===== src/rtl/pd_pkg.sv =====
// Shared constants and types for the pool-device packet serializer and deframer.
// Holds the sync byte, payload length, status word encodings, the packed hash array type and
// the deframer state enumeration.
package pd_pkg;

  localparam logic [7:0]  PD_SYNC_BYTE    = 8'h54;
  localparam int unsigned PD_HASH_WORDS   = 18;
  localparam logic [15:0] PD_STATUS_EMPTY = 16'd1;
  localparam logic [15:0] PD_STATUS_BUSY  = 16'd0;

  typedef logic [PD_HASH_WORDS-1:0][15:0] pd_hash_t;

  typedef enum logic [1:0] {
    HUNT    = 2'd0,
    STATUS  = 2'd1,
    PAYLOAD = 2'd2,
    FULL    = 2'd3
  } pd_deframe_state_t;

  // A status word is well formed only if it is one of the two defined encodings.
  function automatic logic pd_status_ok(input logic [15:0] word);
    return (word == PD_STATUS_EMPTY) || (word == PD_STATUS_BUSY);
  endfunction

endpackage


===== src/rtl/pd_err_sat_counter.sv =====
// 8-bit saturating event counter.
// Ports:
//   clk   - clock
//   n_rst - asynchronous active-low reset, clears the count
//   inc   - add one this cycle (held at 8'hFF once reached)
//   count - current count
module pd_err_sat_counter (
  input  logic       clk,
  input  logic       n_rst,
  input  logic       inc,
  output logic [7:0] count
);

  logic [7:0] count_d, count_q;

  always_comb begin
    count_d = count_q;
    if (inc && (count_q != 8'hFF)) begin
      count_d = count_q + 8'd1;
    end
  end

  always_ff @(posedge clk or negedge n_rst) begin
    if (!n_rst) begin
      count_q <= 8'h00;
    end else begin
      count_q <= count_d;
    end
  end

  assign count = count_q;

endmodule


===== src/rtl/pd_packet_deframer.sv =====
// Receive-side packet deframer for the pool-device serial link.
// Hunts the 16-bit word stream for a {SYNC_BYTE, PID} header, then takes one status word and
// HASH_WORDS payload words and holds the assembled packet under a valid/ack handshake.
// Optional build macro: PD_PID_FILTER_EN adds expected_pid; only headers carrying that PID
// are accepted, others count as sync errors.
// Ports:
//   clk, n_rst          - clock, asynchronous active-low reset
//   rx_data/rx_valid    - input stream; rx_ready low only while a packet is held
//   clear               - synchronous abort back to hunting, drops any partial packet
//   pkt_ack             - consumer has taken the held packet
//   pkt_valid           - packet held on pkt_pid / pkt_tx_empty / pkt_hash
//   sync_err, fmt_err   - one-cycle error pulses (bad header, bad status word)
//   err_cnt             - saturating count of error pulses
module pd_packet_deframer
  import pd_pkg::*;
#(
  parameter logic [7:0]  SYNC_BYTE  = PD_SYNC_BYTE,
  parameter int unsigned HASH_WORDS = PD_HASH_WORDS
) (
  input  logic                        clk,
  input  logic                        n_rst,
  input  logic [15:0]                 rx_data,
  input  logic                        rx_valid,
  output logic                        rx_ready,
  input  logic                        clear,
  input  logic                        pkt_ack,
`ifdef PD_PID_FILTER_EN
  input  logic [7:0]                  expected_pid,
`endif
  output logic                        pkt_valid,
  output logic [7:0]                  pkt_pid,
  output logic                        pkt_tx_empty,
  output logic [HASH_WORDS-1:0][15:0] pkt_hash,
  output logic                        sync_err,
  output logic                        fmt_err,
  output logic [7:0]                  err_cnt
);

  localparam logic [4:0] LastIdx = 5'(HASH_WORDS - 1);

  pd_deframe_state_t           state_d, state_q;
  logic [4:0]                  cnt_d, cnt_q;
  logic [7:0]                  pid_d, pid_q;
  logic                        tx_empty_d, tx_empty_q;
  logic [HASH_WORDS-1:0][15:0] hash_d, hash_q;
  logic                        sync_err_d, sync_err_q;
  logic                        fmt_err_d, fmt_err_q;
  logic                        accept;
  logic                        header_ok;

  assign rx_ready = (state_q != FULL);
  assign accept   = rx_valid && rx_ready;

`ifdef PD_PID_FILTER_EN
  assign header_ok = (rx_data[15:8] == SYNC_BYTE) && (rx_data[7:0] == expected_pid);
`else
  assign header_ok = (rx_data[15:8] == SYNC_BYTE);
`endif

  always_comb begin
    state_d    = state_q;
    cnt_d      = cnt_q;
    pid_d      = pid_q;
    tx_empty_d = tx_empty_q;
    hash_d     = hash_q;
    sync_err_d = 1'b0;
    fmt_err_d  = 1'b0;

    // clear wins over everything, including a word transferring this cycle.
    if (clear) begin
      state_d = HUNT;
      cnt_d   = 5'd0;
    end else begin
      unique case (state_q)
        HUNT: begin
          if (accept) begin
            if (header_ok) begin
              pid_d   = rx_data[7:0];
              state_d = STATUS;
            end else begin
              sync_err_d = 1'b1;
            end
          end
        end
        STATUS: begin
          if (accept) begin
            if (pd_status_ok(rx_data)) begin
              tx_empty_d = rx_data[0];
              cnt_d      = 5'd0;
              state_d    = PAYLOAD;
            end else begin
              // The rejected word is dropped, not re-examined as a header.
              fmt_err_d = 1'b1;
              state_d   = HUNT;
            end
          end
        end
        PAYLOAD: begin
          if (accept) begin
            // First payload word lands in the highest index.
            hash_d[LastIdx - cnt_q] = rx_data;
            cnt_d = cnt_q + 5'd1;
            if (cnt_q == LastIdx) begin
              state_d = FULL;
            end
          end
        end
        FULL: begin
          if (pkt_ack) begin
            state_d = HUNT;
          end
        end
        default: state_d = HUNT;
      endcase
    end
  end

  always_ff @(posedge clk or negedge n_rst) begin
    if (!n_rst) begin
      state_q    <= HUNT;
      cnt_q      <= 5'd0;
      pid_q      <= 8'h00;
      tx_empty_q <= 1'b0;
      hash_q     <= '0;
      sync_err_q <= 1'b0;
      fmt_err_q  <= 1'b0;
    end else begin
      state_q    <= state_d;
      cnt_q      <= cnt_d;
      pid_q      <= pid_d;
      tx_empty_q <= tx_empty_d;
      hash_q     <= hash_d;
      sync_err_q <= sync_err_d;
      fmt_err_q  <= fmt_err_d;
    end
  end

  // Fed from the next-state pulses so the count moves in the same cycle the pulse appears.
  pd_err_sat_counter u_err_cnt (
    .clk   (clk),
    .n_rst (n_rst),
    .inc   (sync_err_d | fmt_err_d),
    .count (err_cnt)
  );

  assign pkt_valid    = (state_q == FULL);
  assign pkt_pid      = pid_q;
  assign pkt_tx_empty = tx_empty_q;
  assign pkt_hash     = hash_q;
  assign sync_err     = sync_err_q;
  assign fmt_err      = fmt_err_q;

endmodule


===== config.mk =====
export PLATFORM = sky130hd
export DESIGN_NAME = pd_packet_deframer
export DESIGN_NICKNAME = d
export VERILOG_FILES = /design/src/rtl/pd_pkg.sv /design/src/rtl/pd_err_sat_counter.sv /design/src/rtl/pd_packet_deframer.sv
export SDC_FILE = /design/constraint.sdc
export NUM_CORES = 1
export LEC_CHECK = 0
export BUFFER_PORTS_ARGS = -buffer_cell sky130_fd_sc_hd__buf_2
export CAP_MARGIN = 20
export CORE_ASPECT_RATIO = 0.8
export CORE_MARGIN = 2
export CORE_UTILIZATION = 53
export DETAILED_ROUTE_END_ITERATION = 7
export PLACE_DENSITY = 0.8
export SYNTH_ARGS = -nofsm -noshare
export SYNTH_HDL_FRONTEND = slang
export SYNTH_SLANG_ARGS = --single-unit

===== constraint.sdc =====
create_clock -name clk -period 2.69 [get_ports clk]
set_clock_uncertainty 0.2 [all_clocks]
set_input_delay 0.1345 -clock clk [delete_from_list [all_inputs] [get_ports clk]]
set_output_delay 0.1345 -clock clk [all_outputs]
set_load 0.01 [all_outputs]

# Word-level counts from Yosys, hierarchy flattened
# Cells that the tools add are included.
[totals] reg_bits=314 input_bits=21
[classes] addsub=3 order_cmp=2 n_eq_ne=15 muxes=25 bitwise=2 n_reduce_logical=12
[ops] cell="288-bit bitwise mux" n=1
[ops] cell="16-bit demux with 5-bit select" n=1
[ops] cell="3-bit inequality test, second input constant" n=7
[ops] cell="5-bit two-way mux" n=4
[ops] cell="16-bit by 1-bit == test with 1-bit output, second input constant" n=1
[ops] cell="16-bit logical NOT" n=1
[ops] cell="16-bit two-way mux" n=1
[ops] cell="2-bit two-way mux" n=8
[ops] cell="4-bit AND reduction" n=3
[ops] cell="5-bit case mux with 2 select lines" n=1
[ops] cell="8-bit by 1-bit adder with 8-bit output, second input constant" n=1
[ops] cell="8-bit by 7-bit == test with 1-bit output, second input constant" n=1
[ops] cell="1-bit two-way mux" n=8
[ops] cell="8-bit inequality test, second input constant" n=1
[ops] cell="2-bit case mux with 4 select lines" n=1
[ops] cell="5-bit by 6-bit less-than comparator with 1-bit output, second input constant" n=1
[ops] cell="6-bit AND reduction" n=1
[ops] cell="5-bit by 1-bit adder with 5-bit output, second input constant" n=1
[ops] cell="5-bit == test, second input constant" n=1
[ops] cell="5-bit by 1-bit greater-or-equal comparator with 1-bit output, second input constant" n=1
[ops] cell="5-bit subtractor, first input constant" n=1
[ops] cell="2-bit == test, second input constant" n=2
[ops] cell="1-bit logical AND" n=3
[ops] cell="3-bit AND reduction" n=1
[ops] cell="7 further kinds" n=7

# Logic depth before layout (Yosys ltp)
# Gate-level depths: netlist (run 1).
[logic_depth] word_depth=8 depth_mapped=8 mapped_depth_nobuf=7

# Cells and area by module
# Synthesis (run 1) repeated with hierarchy kept, for this count alone.
[hier_totals] hier_cells=800 hier_area_um2=12874.8
[modules_own_cells] module="pd_packet_deframer" n_inst=1 cells_per_inst=766 area_per_inst_um2=12467.0 seq_area_each_um2=7657.3
[modules_own_cells] module="pd_err_sat_counter" n_inst=1 cells_per_inst=34 area_per_inst_um2=407.9 seq_area_each_um2=200.2

# Worst setup path before layout (run 1)
# Ideal clock, no wire load.
[synth_timing] path_kind="register to register" from="reg cnt_q[1]" to="reg hash_q (netlist bit pkt_hash[10])" setup_ps=125 arrival_ps=2051 setup_slack_ps=314 stages_incl_launch_ff=8 n_path_buf=1 synth_period_minus_slack_ps=2376 path_cell_list="dfrtp_1 > inv_1 > ha_1 > nor2b_1 > a32oi_4 > nor2_2 > buf_2 > mux2_2"
[synth_between] elab_chain_len=6
[synth_lines] element="start, declared" line_no="pd_packet_deframer.sv:42" rtl="logic [4:0] cnt_d, cnt_q;"
[synth_lines] element="start signal, assigned" line_no="pd_packet_deframer.sv:129" rtl="cnt_q <= cnt_d;"
[synth_lines] element="5-bit subtractor (*)" line_no="pd_packet_deframer.sv:101" rtl="hash_d[LastIdx - cnt_q] = rx_data;"
[synth_lines] element="5-bit by 6-bit less-than comparator with 1-bit output (implied by the code) or 5-bit by 1-bit greater-or-equal comparator with 1-bit output (tied branches)" line_no="pd_packet_deframer.sv:101"
[synth_lines] element="1-bit logical AND (implied by the code)" line_no="pd_packet_deframer.sv:101"
[synth_lines] element="16-bit two-way mux (implied by the code)" line_no="pd_packet_deframer.sv:101"
[synth_lines] element="16-bit demux with 5-bit select (*)" line_no="pd_packet_deframer.sv:101"
[synth_lines] element="288-bit bitwise mux (*)" line_no="pd_packet_deframer.sv:101"
[synth_lines] element="end signal, assigned" line_no="pd_packet_deframer.sv:132" rtl="hash_q <= hash_d;"
[synth_lines] element="end, declared" line_no="pd_packet_deframer.sv:45" rtl="logic [HASH_WORDS-1:0][15:0] hash_d, hash_q;"
# Mark *: on every way between the ends. The rest lies on a longest branch, timed or not.
# A chain may end at the register's enable or synchronous reset.

# Worst setup path after layout (run 1)
[layout_timing] from="reg cnt_q[1]" to="reg hash_q (netlist bit pkt_hash[245])"
# The elaborated chain is that of the path after synthesis.

==> results of run 1 <==
==> worst max path at each step <==
stage | slack (ps) | from | endpoint | cells past startpoint
2_1_floorplan | 310 | cnt_q[1] | pkt_hash[10] | 7
3_3_place_gp | 270 | cnt_q[1] | pkt_hash[246] | 8
3_5_place_dp | 170 | cnt_q[1] | pkt_hash[245] | 8
4_1_cts | 110 | cnt_q[1] | state_q[1] | 8
5_1_grt | 10 | cnt_q[1] | pkt_hash[205] | 8
6_report | 140 | cnt_q[1] | pkt_hash[245] | 8
==> area by class of cell <==
class	count	area share
Sequential cell	314	0.497
Multi-Input combinational cell	433	0.269
Timing Repair Buffer	381	0.143
Clock buffer	42	0.0555
Tap cell	306	0.0242
Clock inverter	13	0.0108
Inverter	4	0.000950
==> cell families after synthesis <==
family	count (synthesis)	share of synthesized area
buf+inv	58	0.0226
flops	314	0.635
mux	301	0.274
simple gates	93	0.0420
xor+xnor	2	0.00142
fa+ha+maj	7	0.00708
compound gates	30	0.0173
==> layer usage <==
layer | wire length, um | vias up
met4 | 820 | 0
met3 | 2710 | 59
met1 | 13500 | 4206
met5 | 0 | -
met2 | 15100 | 331
li1 | - | 3549
==> power by group through the flow <==
stage	logic, mW	registers [mW]	clock network (mW)
after global placement	0.392	4.92	0
final	0.419	4.84	4.41
after floorplan	0.141	4.93	0
after global routing	0.470	4.84	4.68
after detailed placement	0.399	4.92	0
after CTS	0.425	4.83	4.48
==> critical path, stage by stage, from the launching register on <==
cell	delay [ps]
sky130_fd_sc_hd__dfrtp_1	450
sky130_fd_sc_hd__inv_1	110
sky130_fd_sc_hd__ha_1	270
sky130_fd_sc_hd__and3b_1	190
sky130_fd_sc_hd__a31oi_2	350
sky130_fd_sc_hd__nor2_2	140
sky130_fd_sc_hd__nand2_2	190
sky130_fd_sc_hd__buf_12	170
sky130_fd_sc_hd__mux2_2	340
==> metrics by stage <==
stage                     std cells  hold slack (ps)  setup slack [ps]  area (um2)
after global routing           1493             26.1              11.0       15800
final                          1493             34.3               142       15800
after CTS                      1493             15.8               111       15800
after floorplan                 805             -361               314       12400
after global placement         1416            -37.4               269       14500
after detailed placement       1416            -34.4               167       14500
==> repair_timing <==
| action | in CTS | in global routing |
|---|---|---|
| gates resized for setup | 0 | 1 |
| setup endpoints to repair | 0 | 2 |
| endpoints found under the hold margin | 572 | 0 |
| hold buffers | 22 | 0 |
==> sequential cells by signal, summed over array words and instances, names as in the netlist <==
name / flops
sync_err: 1
u_err_cnt.count: 8
cnt_q: 5
pkt_tx_empty: 1
state_q: 2
fmt_err: 1
pkt_hash: 288
pkt_pid: 8
==> synthesized netlist by cell type (5+ instances only) <==
cell type / instances
sky130_fd_sc_hd__nand2_2: 5
sky130_fd_sc_hd__buf_4: 9
sky130_fd_sc_hd__mux2_2: 301
sky130_fd_sc_hd__clkbuf_1: 33
sky130_fd_sc_hd__buf_2: 9
sky130_fd_sc_hd__nand2_1: 24
sky130_fd_sc_hd__nand3_1: 7
sky130_fd_sc_hd__dfrtp_1: 314
sky130_fd_sc_hd__ha_1: 7
sky130_fd_sc_hd__nor2_1: 22
sky130_fd_sc_hd__o21ai_0: 13
sky130_fd_sc_hd__nand4_1: 5
sky130_fd_sc_hd__nor2_2: 5
==> impl.org, run 1 <==
** Status
- Status :: complete, no violations

** Placement
- Routability-driven placement finished with a final weighted congestion of between 0.8 and 0.9.
- Detailed placement ended at an HPWL of 21800 um.
- Number of port buffers :: ~330

** Cells and area
- Share of post-route cells with drive strength above 1 :: 0.623
- Leaving out fill and tap cells, the most frequent cell in the layout is sky130_fd_sc_hd__buf_2.
- Commonest non-fill, non-tap cells in the layout :: sky130_fd_sc_hd__buf_2 (328), sky130_fd_sc_hd__dfrtp_1 (314), sky130_fd_sc_hd__mux2_2 (301), sky130_fd_sc_hd__clkbuf_16 (31), sky130_fd_sc_hd__nand2_1 (24)
- Fill count :: 1527
- Post-layout utilization of the core :: 0.697
- In the final design database the tool counted roughly 1200 nets.
- Register Area :: roughly 0.008 mm2
- Number of diodes :: 0
- The area growth from synthesis to layout is 27.8%.
- The multi-input combinational cells in the finished layout cover a total of 0.00425 mm2.

** Detailed routing
- In the routed layout, each cell is associated on average with a via count of 5.46.
- Summed over all layers, the routed wires come to around 32000 um.
- DRT iter0 DRCs :: 370
- The detail route stage leaves a number of antenna-violating nets equal to 0.
- Vias :: 8145
- TritonRoute pass-1 iters :: 5
- In the final routed layout, each cell accounts on average for 21.6 um.
- Drt drc :: 0

** Timing
- Setup total negative slack :: 0 ps
- Relative slew slack :: 0.586
- Static timing analysis puts the maximum clock frequency at about 0.39 GHz.
- For the pin with the worst max-slew slack, the measured transition is 622 ps.
- Of the available clock period, the critical path in the final layout requires 0.947.
- Final number of setup-violating endpoints :: 0
- The final-report max-slew violation count came to 0.
- Post-route minimum period :: around 2500 ps
- The hold violation total from the final report came to 0.
- Setup repair after global routing left no endpoint under its margin.

** Pwr
- Net switching power :: 2.11 mW
- For this design the ratio of total power to cell area is around 610 mW/mm2.
- In this run the static leakage power is 9.01 nW.
- Fraction of power spent switching nets :: 0.218
- The share of total power dissipated in the clock network is 0.456.
- Overall power :: 9.67 mW
- Design internal power :: between 7 and 8 mW
- IR analysis of the VDD net gives a maximum drop of around 500 uV.
- Sequential fraction of design power :: 0.500
- Combinational Power Share :: 0.043

** Clock tree
- CTS Buf Count :: 30
- The root buffer cell chosen for the clock tree is sky130_fd_sc_hd__clkbuf_16.
- Clock tree from TritonCTS :: done
- H-tree level count :: 1
- Buffers inserted during post-CTS setup optimization :: 0
- The clock passes through at most 3 buffers.
- For this design, the sink count on the clock tree is roughly 310.
- Clock-pin transition on the worst setup and hold timing paths :: roughly 60 ps
- Clock latency on the worst-skew pair :: roughly 550 ps

** Critical path
- Critical path required time :: approximately 2900 ps
- STA classifies the critical path endpoint as a flip-flop.
- The worst register-to-register path has a depth of 8.
- In this run the register-to-register setup slack is 140 ps.
- The worst setup path is launched from a flip-flop.
- Worst-path maximum fanout :: 12
- The startpoint identified for the worst register-to-register timing path is cnt_q[1].
- The worst setup path is of the flip-flop to flip-flop kind.
- Data arrives at the worst endpoint at roughly 2800 ps.
- R2r endpoint :: pkt_hash[245]

** Global route
- The first global-routing pass estimated approximately 49000 um of wire.
- Number of antenna violations at the first check in global routing :: 0
- Peak-usage layer in the global routing report :: met2
- Entering global routing, the biggest net connects 88 pins.
- Vias in the first global route :: 8300
- Across every metal layer, demand over resource in global routing totals 0.257.
- Sum of overflow across all layers after global routing :: 0
- For met3 alone, demand over resource in global routing was 0.0704.
- Met2 usage in global routing :: 0.415
- Global routing met1 resource utilization :: 0.349

** Job
- Number of violations of the max-capacitance limit :: 0

** Die
- The floorplan step defined a die boundary enclosing roughly 0.025 mm2.
- The floorplan has slightly below 50 rows.
- Core area :: 0.0227 mm2
- Vertical die dimension :: 141 um
- Die span in x :: 175 um
- Pin placement for this block handled 330 I/O pins.
- For this configuration, the core starts out at a cell density of 0.545.

** Logic synthesis
- Each instance of the synthesized netlist takes up on average 15.4 um2.
- In this run, synthesis produced a sequential element count of 314.
- When the netlist entered floorplanning its net count stood at 833.
- Most instantiated flip-flop cell in the synthesis netlist :: sky130_fd_sc_hd__dfrtp_1
- Yosys Warn Count :: 0
- Number of enable-type register cells in the synthesized netlist :: 0
- Yosys mapped the design onto 50 distinct sky130hd cell types.
- Share of the synthesized area in the top cell type :: 0.635
- Dominant cells by area after synthesis :: sky130_fd_sc_hd__dfrtp_1 (64%), sky130_fd_sc_hd__mux2_2 (27%), sky130_fd_sc_hd__clkbuf_1 (1.0%), sky130_fd_sc_hd__nand2_1 (0.73%), sky130_fd_sc_hd__ha_1 (0.71%)
- Combined area of all synthesized cells :: between 0.01 and 0.015 mm2
- For this run, the register share of the synthesized area comes to 0.635.
- The synthesized design spends more area on one cell type than any other, namely sky130_fd_sc_hd__dfrtp_1.
- Post-synthesis instance total :: 805
- After synthesis, the share of flip-flops with an asynchronous set or reset is 1.00.

** Hold path
- The worst hold path belongs to the class input pin to flip-flop.
- The path with the worst hold slack has its endpoint at pkt_pid[7].
- Number of cells traversed by the worst hold path :: 2
- In this run the most critical hold path is launched from rx_data[7].
Note: power is estimated with default switching activity, not from simulation.
==> run 2, diff against run 1 <==
- PLACE_DENSITY: 0.8 -> default
- PLACE_DENSITY_LB_ADDON: default -> 0.05
==> run 2 against run 1 <==
  * Worst hold slack got worse by 6.1 ps
  * Critical path depth did not move
  * Wire length rose by 0.30%
  * First-iteration DRC count fell by 11%
  * Via count fell by 0.16%
  * Core utilization rose by 0.30 points
  * Power fell by 2.5%
  * Clock power fell by 5.7%
  * Global-route usage rose by 0.53 points
  * Die area did not move
  * Sequential cell count did not move
  * Count of clock-buffer cells in the layout fell by 2
  * Critical endpoint is now pkt_hash[108]
  * Largest power group unchanged
==> impl.org, run 2 (synthesis gave the netlist of run 1 again) <==
** Detailed routing
- Antenna viol nets, final :: 0 (unchanged)
- Drt drc :: 0 (unchanged)
- Uppermost layer routed :: met4 (unchanged)
- TritonRoute pass-1 iters :: 4 (was 5)
- The via density per instance came to 5.41 (was 5.46).
- WL per Instance :: 21.5 um (was 21.6 um)
- Routed wire length :: 32300 um (was 32200 um)
- Routed length on met2 :: 14900 um (was 15100 um)
- Met1 Wirelength :: 14100 um (was 13500 um)
- The starting DRC count in detailed routing is 329 (was 370).
- Vias :: 8132 (was 8145)
- Total met3 wirelength after detailed routing :: 2370 um (was 2710 um)

** Clock tree
- H-tree level count :: 1 (unchanged)
- Clock Sinks :: 314 (unchanged)
- The clock tree from TritonCTS was done (unchanged).
- The number of buffers added by the clock tree synthesis step was 31 (was 30).
- The CTS root buffer is sky130_fd_sc_hd__clkbuf_16 (unchanged).
- Clock-pin transition on the worst setup and hold timing paths :: 70 ps (was 60 ps)
- The maximum root-to-sink buffer count was 3 (unchanged).
- Clock latency on the worst-skew pair :: 560 ps (was 550 ps)

** Global route
- The maximum number of pins on one net before global-route repair was 76 (was 88).
- The wire length of the first global-routing pass came to 49600 um (was 49100 um).
- The initial antenna violation count was 0 (unchanged).
- Vias in the first global route :: 8384 (was 8300)
- Sum of overflow across all layers after global routing :: 0 (unchanged)
- GR Util All Layers :: 0.263 (was 0.257)

** Die
- The die area was 0.0246 mm2 (unchanged).
- Die span in x :: 175 um (unchanged)
- The area of the core region is 0.0227 mm2 (unchanged).
- The initial core utilization came to 0.545 (unchanged).
- The site row count was 49 (unchanged).
- Vertical die dimension :: 141 um (unchanged)
- The number of ports placed on the die boundary was 330 (unchanged).

** Placement
- Detailed placer's ending HPWL :: 22100 um (was 21800 um)
- Placed Area :: 0.0146 mm2 (was 0.0145 mm2)
- The final weighted congestion of routability-driven global placement is 0.838 (was 0.873).
- Number of port buffers :: 329 (unchanged)

** Pwr
- The internal power consumption came to 7.31 mW (was 7.56 mW).
- Reported leakage power :: 9.04 nW (was 9.01 nW)
- The power dissipated by switching net loads was 2.11 mW (about the same).
- Combinational Power Share :: 0.046 (was 0.043)
- Clock share of power :: 0.441 (was 0.456)
- Pwr Density :: 594 mW/mm2 (was 612 mW/mm2)
- The largest vdd supply drop is 557 uV (was 499 uV).
- Fraction of power spent switching nets :: 0.224 (was 0.218)
- Sequential fraction of design power :: 0.513 (was 0.500)

** Critical path
- The critical path data required time is 2920 ps (about the same).
- Startpoint type of the worst setup path :: flip-flop (unchanged)
- The biggest fanout along the worst timing path is 16 (was 12).
- Crit path kind :: flip-flop to flip-flop (unchanged)
- CP Capture Type :: flip-flop (unchanged)
- Arrival time of the worst setup path :: 2720 ps (was 2780 ps)

** Timing
- Post-route minimum period :: 2490 ps (was 2550 ps)
- The relative slew slack came to 0.433 (was 0.586).
- Setup repair after global routing missed its margin: no (unchanged).
- The hold violation total from the final report came to 0 (unchanged).
- Setup total negative slack :: 0 ps (unchanged)
- Fmax :: 0.402 GHz (was 0.392 GHz)
- The final-report max-slew violation count came to 0 (unchanged).
- Final number of setup-violating endpoints :: 0 (unchanged)
- The final period utilization is 0.925 (was 0.947).
- The transition time of the tightest slew-check pin came to 848 ps (was 622 ps).

** Cells and area
- The final standard cell utilization of the core is 0.700 (was 0.697).
- Commonest non-fill, non-tap cells in the layout :: sky130_fd_sc_hd__buf_2 (327), sky130_fd_sc_hd__dfrtp_1 (314), sky130_fd_sc_hd__mux2_2 (301), sky130_fd_sc_hd__clkbuf_16 (31), sky130_fd_sc_hd__dlygate4sd3_1 (26) (was sky130_fd_sc_hd__buf_2 (328), sky130_fd_sc_hd__dfrtp_1 (314), sky130_fd_sc_hd__mux2_2 (301), sky130_fd_sc_hd__clkbuf_16 (31), sky130_fd_sc_hd__nand2_1 (24))
- The fraction of final layout cells sized beyond drive strength 1 was 0.629 (was 0.623).
- The most common cell after layout, fill and taps aside is sky130_fd_sc_hd__buf_2 (unchanged).
- Number of diodes :: 0 (unchanged)
- Final standard cell area without fillers :: 0.0159 mm2 (was 0.0158 mm2)
- The total number of nets in the final design came to 1203 (was 1192).
- The flip-flop count of the largest register after layout is 288 (unchanged).
- Area delta synth->final :: 28.4% (was 27.8%)

** Status
- Status :: complete, no violations (unchanged)

** Job
- The count of max-cap constraint violations was 0 (unchanged).

** Hold path
- The class of the tightest hold or removal check was input pin to flip-flop (unchanged).
## run 2: cell count changes in the layout (fill, tap and decap cells not counted), sizes merged
cell and change:
buf +6, clkinv +5, dlygate4sd3 +4, bufinv -3, clkbuf -2, clkinvlp -2, inv +1
## run 2: through the flow
stage / instances / worst slack, ps / total power, mW / hold WS (ps)
after CTS: 1502 / 12.5 / 9.52 / 0.851
after global placement: 1421 / 269 / 5.33 / -37.4
final: 1502 / 201 / 9.42 / 28.2
after global routing: 1502 / 35.0 / 9.77 / 29.5
after detailed placement: 1421 / 209 / 5.33 / -39.3
after floorplan: 805 / 314 / 5.08 / -361
## run 2: what timing repair did
action	4_1_cts	5_1_grt
gates resized for setup	0	12
buffers inserted	0	1
setup endpoints to repair	0	2
endpoints found under the hold margin	579	0
hold buffers	27	0
## run 2: routing by layer
layer  up-vias  global-route usage
met5         -                   0
met1      4228               0.360
met2       271               0.417
met4         0              0.0776
li1       3581                   -
met3        52              0.0704
## run 2: power groups by stage
stage                     Combinational, mW  Sequential (mW)  Clock [mW]
after floorplan                       0.141             4.93           0
after global placement                0.407             4.92           0
after detailed placement              0.410             4.92           0
after CTS                             0.438             4.84        4.25
after global routing                  0.485             4.84        4.44
final                                 0.432             4.84        4.16
## run 2: worst max-delay path, stage by stage, from the launching register on
cell and delay (ps):
sky130_fd_sc_hd__dfrtp_1 450, sky130_fd_sc_hd__inv_1 140, sky130_fd_sc_hd__ha_2 240, sky130_fd_sc_hd__nor2b_1 280
sky130_fd_sc_hd__a32oi_4 200, sky130_fd_sc_hd__nor2_4 280, sky130_fd_sc_hd__nand2_2 100, sky130_fd_sc_hd__buf_12 180
sky130_fd_sc_hd__mux2_2 280
## run 2: area by class of cell
type / count / area [um2]
Clock inverter: 14 / 110
Inverter: 4 / 15.0
Sequential cell: 314 / 7860
Tap cell: 306 / 383
Timing Repair Buffer: 391 / 2350
Multi-Input combinational cell: 433 / 4270
Clock buffer: 40 / 880
Fill cell: 1688 / 6810
## run 2: worst paths after layout
path / start / to / slack, ps / depth (start not counted)
setup / recovery: cnt_q[1] / pkt_hash[108] / 200 / 8
hold / removal: rx_data[14] / pkt_hash[190] / 30 / 2
setup reg to reg: cnt_q[1] / pkt_hash[108] / 200 / 8
hold reg to reg: pkt_hash[107] / pkt_hash[107] / 300 / 1
max in group asynchronous: n_rst / pkt_hash[63] / 960 / 4
min in group asynchronous: n_rst / pkt_hash[200] / 520 / 3
==> run 3, diff against run 2 <==
- SYNTH_HIERARCHICAL: default -> 1
==> run 3 against run 2 <==
  * Cell count grew 0.27%
  * Power increased by 13%
  * Worst hold slack better by 1.3 ps
  * Die area is 4.0% higher
  * Critical endpoint is now pkt_hash[109]
  * Global-route usage grew 0.75 points
  * Critical path depth decreased by 1
==> impl.org, run 3 <==
** Critical path
- CP Capture Type :: flip-flop (unchanged)
- The biggest fanout along the worst timing path is 16 (unchanged).
- The worst path arrival time came to 2800 ps (was 2720 ps).
- Crit path kind :: flip-flop to flip-flop (unchanged)
- Critical path required time :: 2920 ps (about the same)
- The category of the worst setup path launch point is a flip-flop (unchanged).

** Global route
- The initial antenna violation count is 0 (unchanged).
- GR Util All Layers :: 0.270 (was 0.263)
- The via count of the first global-routing pass came to 8395 (was 8384).
- The global-route congestion overflow total came to 0 (unchanged).
- The maximum number of pins on one net before global-route repair came to 73 (was 76).
- The wire length of the first global-routing pass is 52200 um (was 49600 um).

** Pwr
- Fraction of power spent switching nets :: 0.224 (about the same)
- The power consumption is 10.6 mW (was 9.42 mW).
- The sequential fraction of design power was 0.458 (was 0.513).
- Pwr Density :: 646 mW/mm2 (was 594 mW/mm2)
- The leakage power figure came to 9.48 nW (was 9.04 nW).
- Peak supply drop :: 477 uV (was 557 uV)
- Combinational Power Share :: 0.068 (was 0.046)
- Clock share of power :: 0.474 (was 0.441)
- The internal power consumption was 8.25 mW (was 7.31 mW).
- The power dissipated by switching net loads is 2.39 mW (was 2.11 mW).

** Die
- The floorplan die width was 178 um (was 175 um).
- Core area :: 0.0236 mm2 (was 0.0227 mm2)
- Initial cell density of the core :: 0.544 (was 0.545)
- Vertical die dimension :: 143 um (was 141 um)
- Row count :: 50 (was 49)
- Number of placed I/O pins :: 330 (unchanged)
- Die ar. :: 0.0256 mm2 (was 0.0246 mm2)

** Logic synthesis
- Most instantiated library cell after synthesis :: sky130_fd_sc_hd__dfrtp_1 (unchanged)
- Number of enable-type register cells in the synthesized netlist :: 0 (unchanged)
- Post-synthesis instance total :: 800 (was 805)
- The area share of the largest cell type after synthesis is 0.610 (was 0.635).
- Post-Synthesis Net Count :: 828 (was 833)
- Sequential share of the synthesized area :: 0.610 (was 0.635)
- The count of synthesis-stage warnings from yosys came to 6 (was 0).
- Post-synth top cells :: sky130_fd_sc_hd__dfrtp_1 (314), sky130_fd_sc_hd__mux2_2 (217), sky130_fd_sc_hd__mux2_4 (81) (was sky130_fd_sc_hd__dfrtp_1 (314), sky130_fd_sc_hd__mux2_2 (301), sky130_fd_sc_hd__clkbuf_1 (33))
- Number of library cell types mapped by synthesis :: 51 (was 50)
- Dominant cells by area after synthesis: sky130_fd_sc_hd__dfrtp_1 (61%), sky130_fd_sc_hd__mux2_2 (19%), sky130_fd_sc_hd__mux2_4 (9.4%), sky130_fd_sc_hd__nand4_4 (1.3%), sky130_fd_sc_hd__clkbuf_1 (0.99%) (was sky130_fd_sc_hd__dfrtp_1 (64%), sky130_fd_sc_hd__mux2_2 (27%), sky130_fd_sc_hd__clkbuf_1 (1.0%), sky130_fd_sc_hd__nand2_1 (0.73%), sky130_fd_sc_hd__ha_1 (0.71%)).
- Flops & latches, synth :: 314 (unchanged)
- The proportion of synthesized flip-flops having asynchronous set or reset came to 1.00 (unchanged).
- Library cell with the largest summed area after synthesis :: sky130_fd_sc_hd__dfrtp_1 (unchanged)
- Synthesized area divided by synthesized cell count :: 16.1 um2 (was 15.4 um2)
- Combined area of all synthesized cells :: 0.0129 mm2 (was 0.0124 mm2)
- Most instantiated flip-flop cell in the synthesis netlist :: sky130_fd_sc_hd__dfrtp_1 (unchanged)

** Detailed routing
- Routed wire length :: 34500 um (was 32300 um)
- The starting DRC count in detailed routing was 438 (was 329).
- Via density :: 5.46 (was 5.41)
- TritonRoute pass-1 iters :: 4 (unchanged)
- The detail-routed net length per standard cell is 22.9 um (was 21.5 um).
- The count of nets left with antenna violations after detail routing is 0 (unchanged).
- The total via count in the routed design came to 8224 (was 8132).
- The post-route DRC violation count was 0 (unchanged).

** Timing
- The clock period minus final worst setup slack came to 2570 ps (was 2490 ps).
- Tcrit/Tclk final :: 0.956 (was 0.925)
- The upper clock frequency limit is 0.389 GHz (was 0.402 GHz).
- Fin Hold WS :: 29.5 ps (was 28.2 ps)
- Final Hold Violating Endpoints :: 0 (unchanged)
- The number of setup violations in the final report is 0 (unchanged).
- The setup TNS after final layout is 0 ps (unchanged).
- The final setup slack of the worst path was 119 ps (was 201 ps).
- The final-report max-slew violation count is 0 (unchanged).
- The relative slew slack was 0.601 (was 0.433).
- Transition time at the pin with the least slew margin :: 597 ps (was 848 ps)
- Setup repair after global routing missed its margin: no (unchanged).

** Clock tree
- The CTS root buffer was sky130_fd_sc_hd__clkbuf_16 (unchanged).
- Clock Path Buffers :: 3 (unchanged)
- CTS Buf Count :: 31 (unchanged)
- The number of clock sinks seen by CTS is 314 (unchanged).
- Clock-pin transition on the worst setup and hold timing paths :: 60 ps (was 70 ps)
- H-tree level count :: 1 (unchanged)
- The source-to-sink clock delay at the later pin of the worst-skew pair came to 540 ps (was 560 ps).
- The number of instances resized during post-cts repair came to 0 (unchanged).
- The clock tree from TritonCTS was done (unchanged).

** Cells and area
- Commonest non-fill, non-tap cells in the layout: sky130_fd_sc_hd__buf_2 (328), sky130_fd_sc_hd__dfrtp_1 (314), sky130_fd_sc_hd__mux2_2 (217), sky130_fd_sc_hd__mux2_4 (81), sky130_fd_sc_hd__buf_4 (42) (was sky130_fd_sc_hd__buf_2 (327), sky130_fd_sc_hd__dfrtp_1 (314), sky130_fd_sc_hd__mux2_2 (301), sky130_fd_sc_hd__clkbuf_16 (31), sky130_fd_sc_hd__dlygate4sd3_1 (26)).
- Most common cell after layout, fill and taps aside :: sky130_fd_sc_hd__buf_2 (unchanged)
- Largest register FFs :: 288 (unchanged)
- The growth of design area from synthesis to finish is 27.9% (was 28.4%).
- The count of antenna diodes in the layout is 0 (unchanged).
- Share of post-route cells with drive strength above 1 :: 0.633 (was 0.629)
- Net count of the finished layout :: 1198 (was 1203)
- Fill count :: 1733 (was 1688)

** Placement
- The post-place setup slack was 135 ps (was 209 ps).
- Weighted congestion reported at the end of routability-driven placement :: 0.842 (was 0.838)
- The sum of net half-perimeters after detailed placement came to 23300 um (was 22100 um).
- The number of buffer cells added on primary ports is 329 (unchanged).

** Hold path
- Hold Path Class :: input pin to flip-flop (unchanged)

** Status
- Status: complete, no violations (unchanged).

** Job
- The count of max-cap constraint violations is 0 (unchanged).
## run 3: cell types whose count changed after synthesis, moves of 7 or more
cell / previous run / this run
sky130_fd_sc_hd__mux2_2: 301 / 217
sky130_fd_sc_hd__nand2_1: 24 / 8
sky130_fd_sc_hd__buf_6: 2 / 9
sky130_fd_sc_hd__o21ai_0: 13 / 5
sky130_fd_sc_hd__nor2_1: 22 / 8
sky130_fd_sc_hd__mux2_4: 0 / 81
sky130_fd_sc_hd__nand4_4: 0 / 8
## run 3: worst max-delay path: stages, from the launching register on
cell	delay [ps]
sky130_fd_sc_hd__dfrtp_1	390
sky130_fd_sc_hd__inv_1	100
sky130_fd_sc_hd__ha_1	320
sky130_fd_sc_hd__nand2b_4	110
sky130_fd_sc_hd__o31ai_4	160
sky130_fd_sc_hd__buf_4	270
sky130_fd_sc_hd__nand4_4	420
sky130_fd_sc_hd__mux2_4	460
## run 3: through the flow
step	utilization	instance area, um2	instances
2_1_floorplan	-	12900	800
3_3_place_gp	0.635	15000	1426
3_5_place_dp	0.635	15000	1426
4_1_cts	0.696	16400	1505
5_1_grt	0.696	16500	1506
6_report	0.696	16500	1506
## run 3: path summary, 6_finish.rpt
path / start / end / slack (ps) / cells after the start
worst max-delay path: cnt_q[1] / pkt_hash[109] / 120 / 7
worst min-delay path: rx_data[3] / pkt_hash[131] / 30 / 2
worst max register to register: cnt_q[1] / pkt_hash[109] / 120 / 7
worst min register to register: pkt_hash[252] / pkt_hash[252] / 300 / 1
max in group asynchronous: n_rst / pkt_hash[78] / 1050 / 4
min in group asynchronous: n_rst / pkt_hash[227] / 450 / 3
## run 3: power by group through the flow
stage                     clock network (mW)  logic [mW]  registers, mW
after detailed placement                   0       0.694           4.96
final                                   5.04       0.725           4.87
after CTS                               5.11       0.730           4.87
after global placement                     0       0.686           4.95
after global routing                    5.30       0.793           4.88
after floorplan                            0       0.322           4.97
## run 3: per-layer routing
metal,global-route usage,vias to the layer above,routed length (um)
met2,0.426,270,16200
li1,-,3582,-
met5,0,-,0
met4,0.0736,0,932
met1,0.388,4313,15400
met3,0.0503,59,1990
## run 3: kinds of logic (layout without fill, tap and decap cells)
kind of cell,count (synthesis),count (layout),synth area share
AOI/OAI and AO/OA,32,32,0.0205
xor gates and xnor gates,3,3,0.00204
adders and majority gates,7,7,0.00680
buffers and inverters,72,466,0.0295
DFF,314,314,0.610
muxes,299,299,0.285
and+or+nand+nor,73,73,0.0457
## run 3: cell type report
| class | count | area, um2 | share of cell area |
|---|---|---|---|
| Sequential cell | 314 | 7860 | 0.477 |
| Tap cell | 312 | 390 | 0.0237 |
| Timing Repair Buffer | 400 | 2330 | 0.142 |
| Multi-Input combinational cell | 414 | 4640 | 0.282 |
| Clock buffer | 41 | 903 | 0.0549 |
| Inverter | 9 | 33.8 | 0.00205 |
| Clock inverter | 16 | 308 | 0.0187 |
## run 3: what timing repair did
item                       4_1_cts  5_1_grt
setup endpoints to repair        0        3
buffers inserted                 0        1
hold buffers                    22        0
hold endpoints to repair       524        0
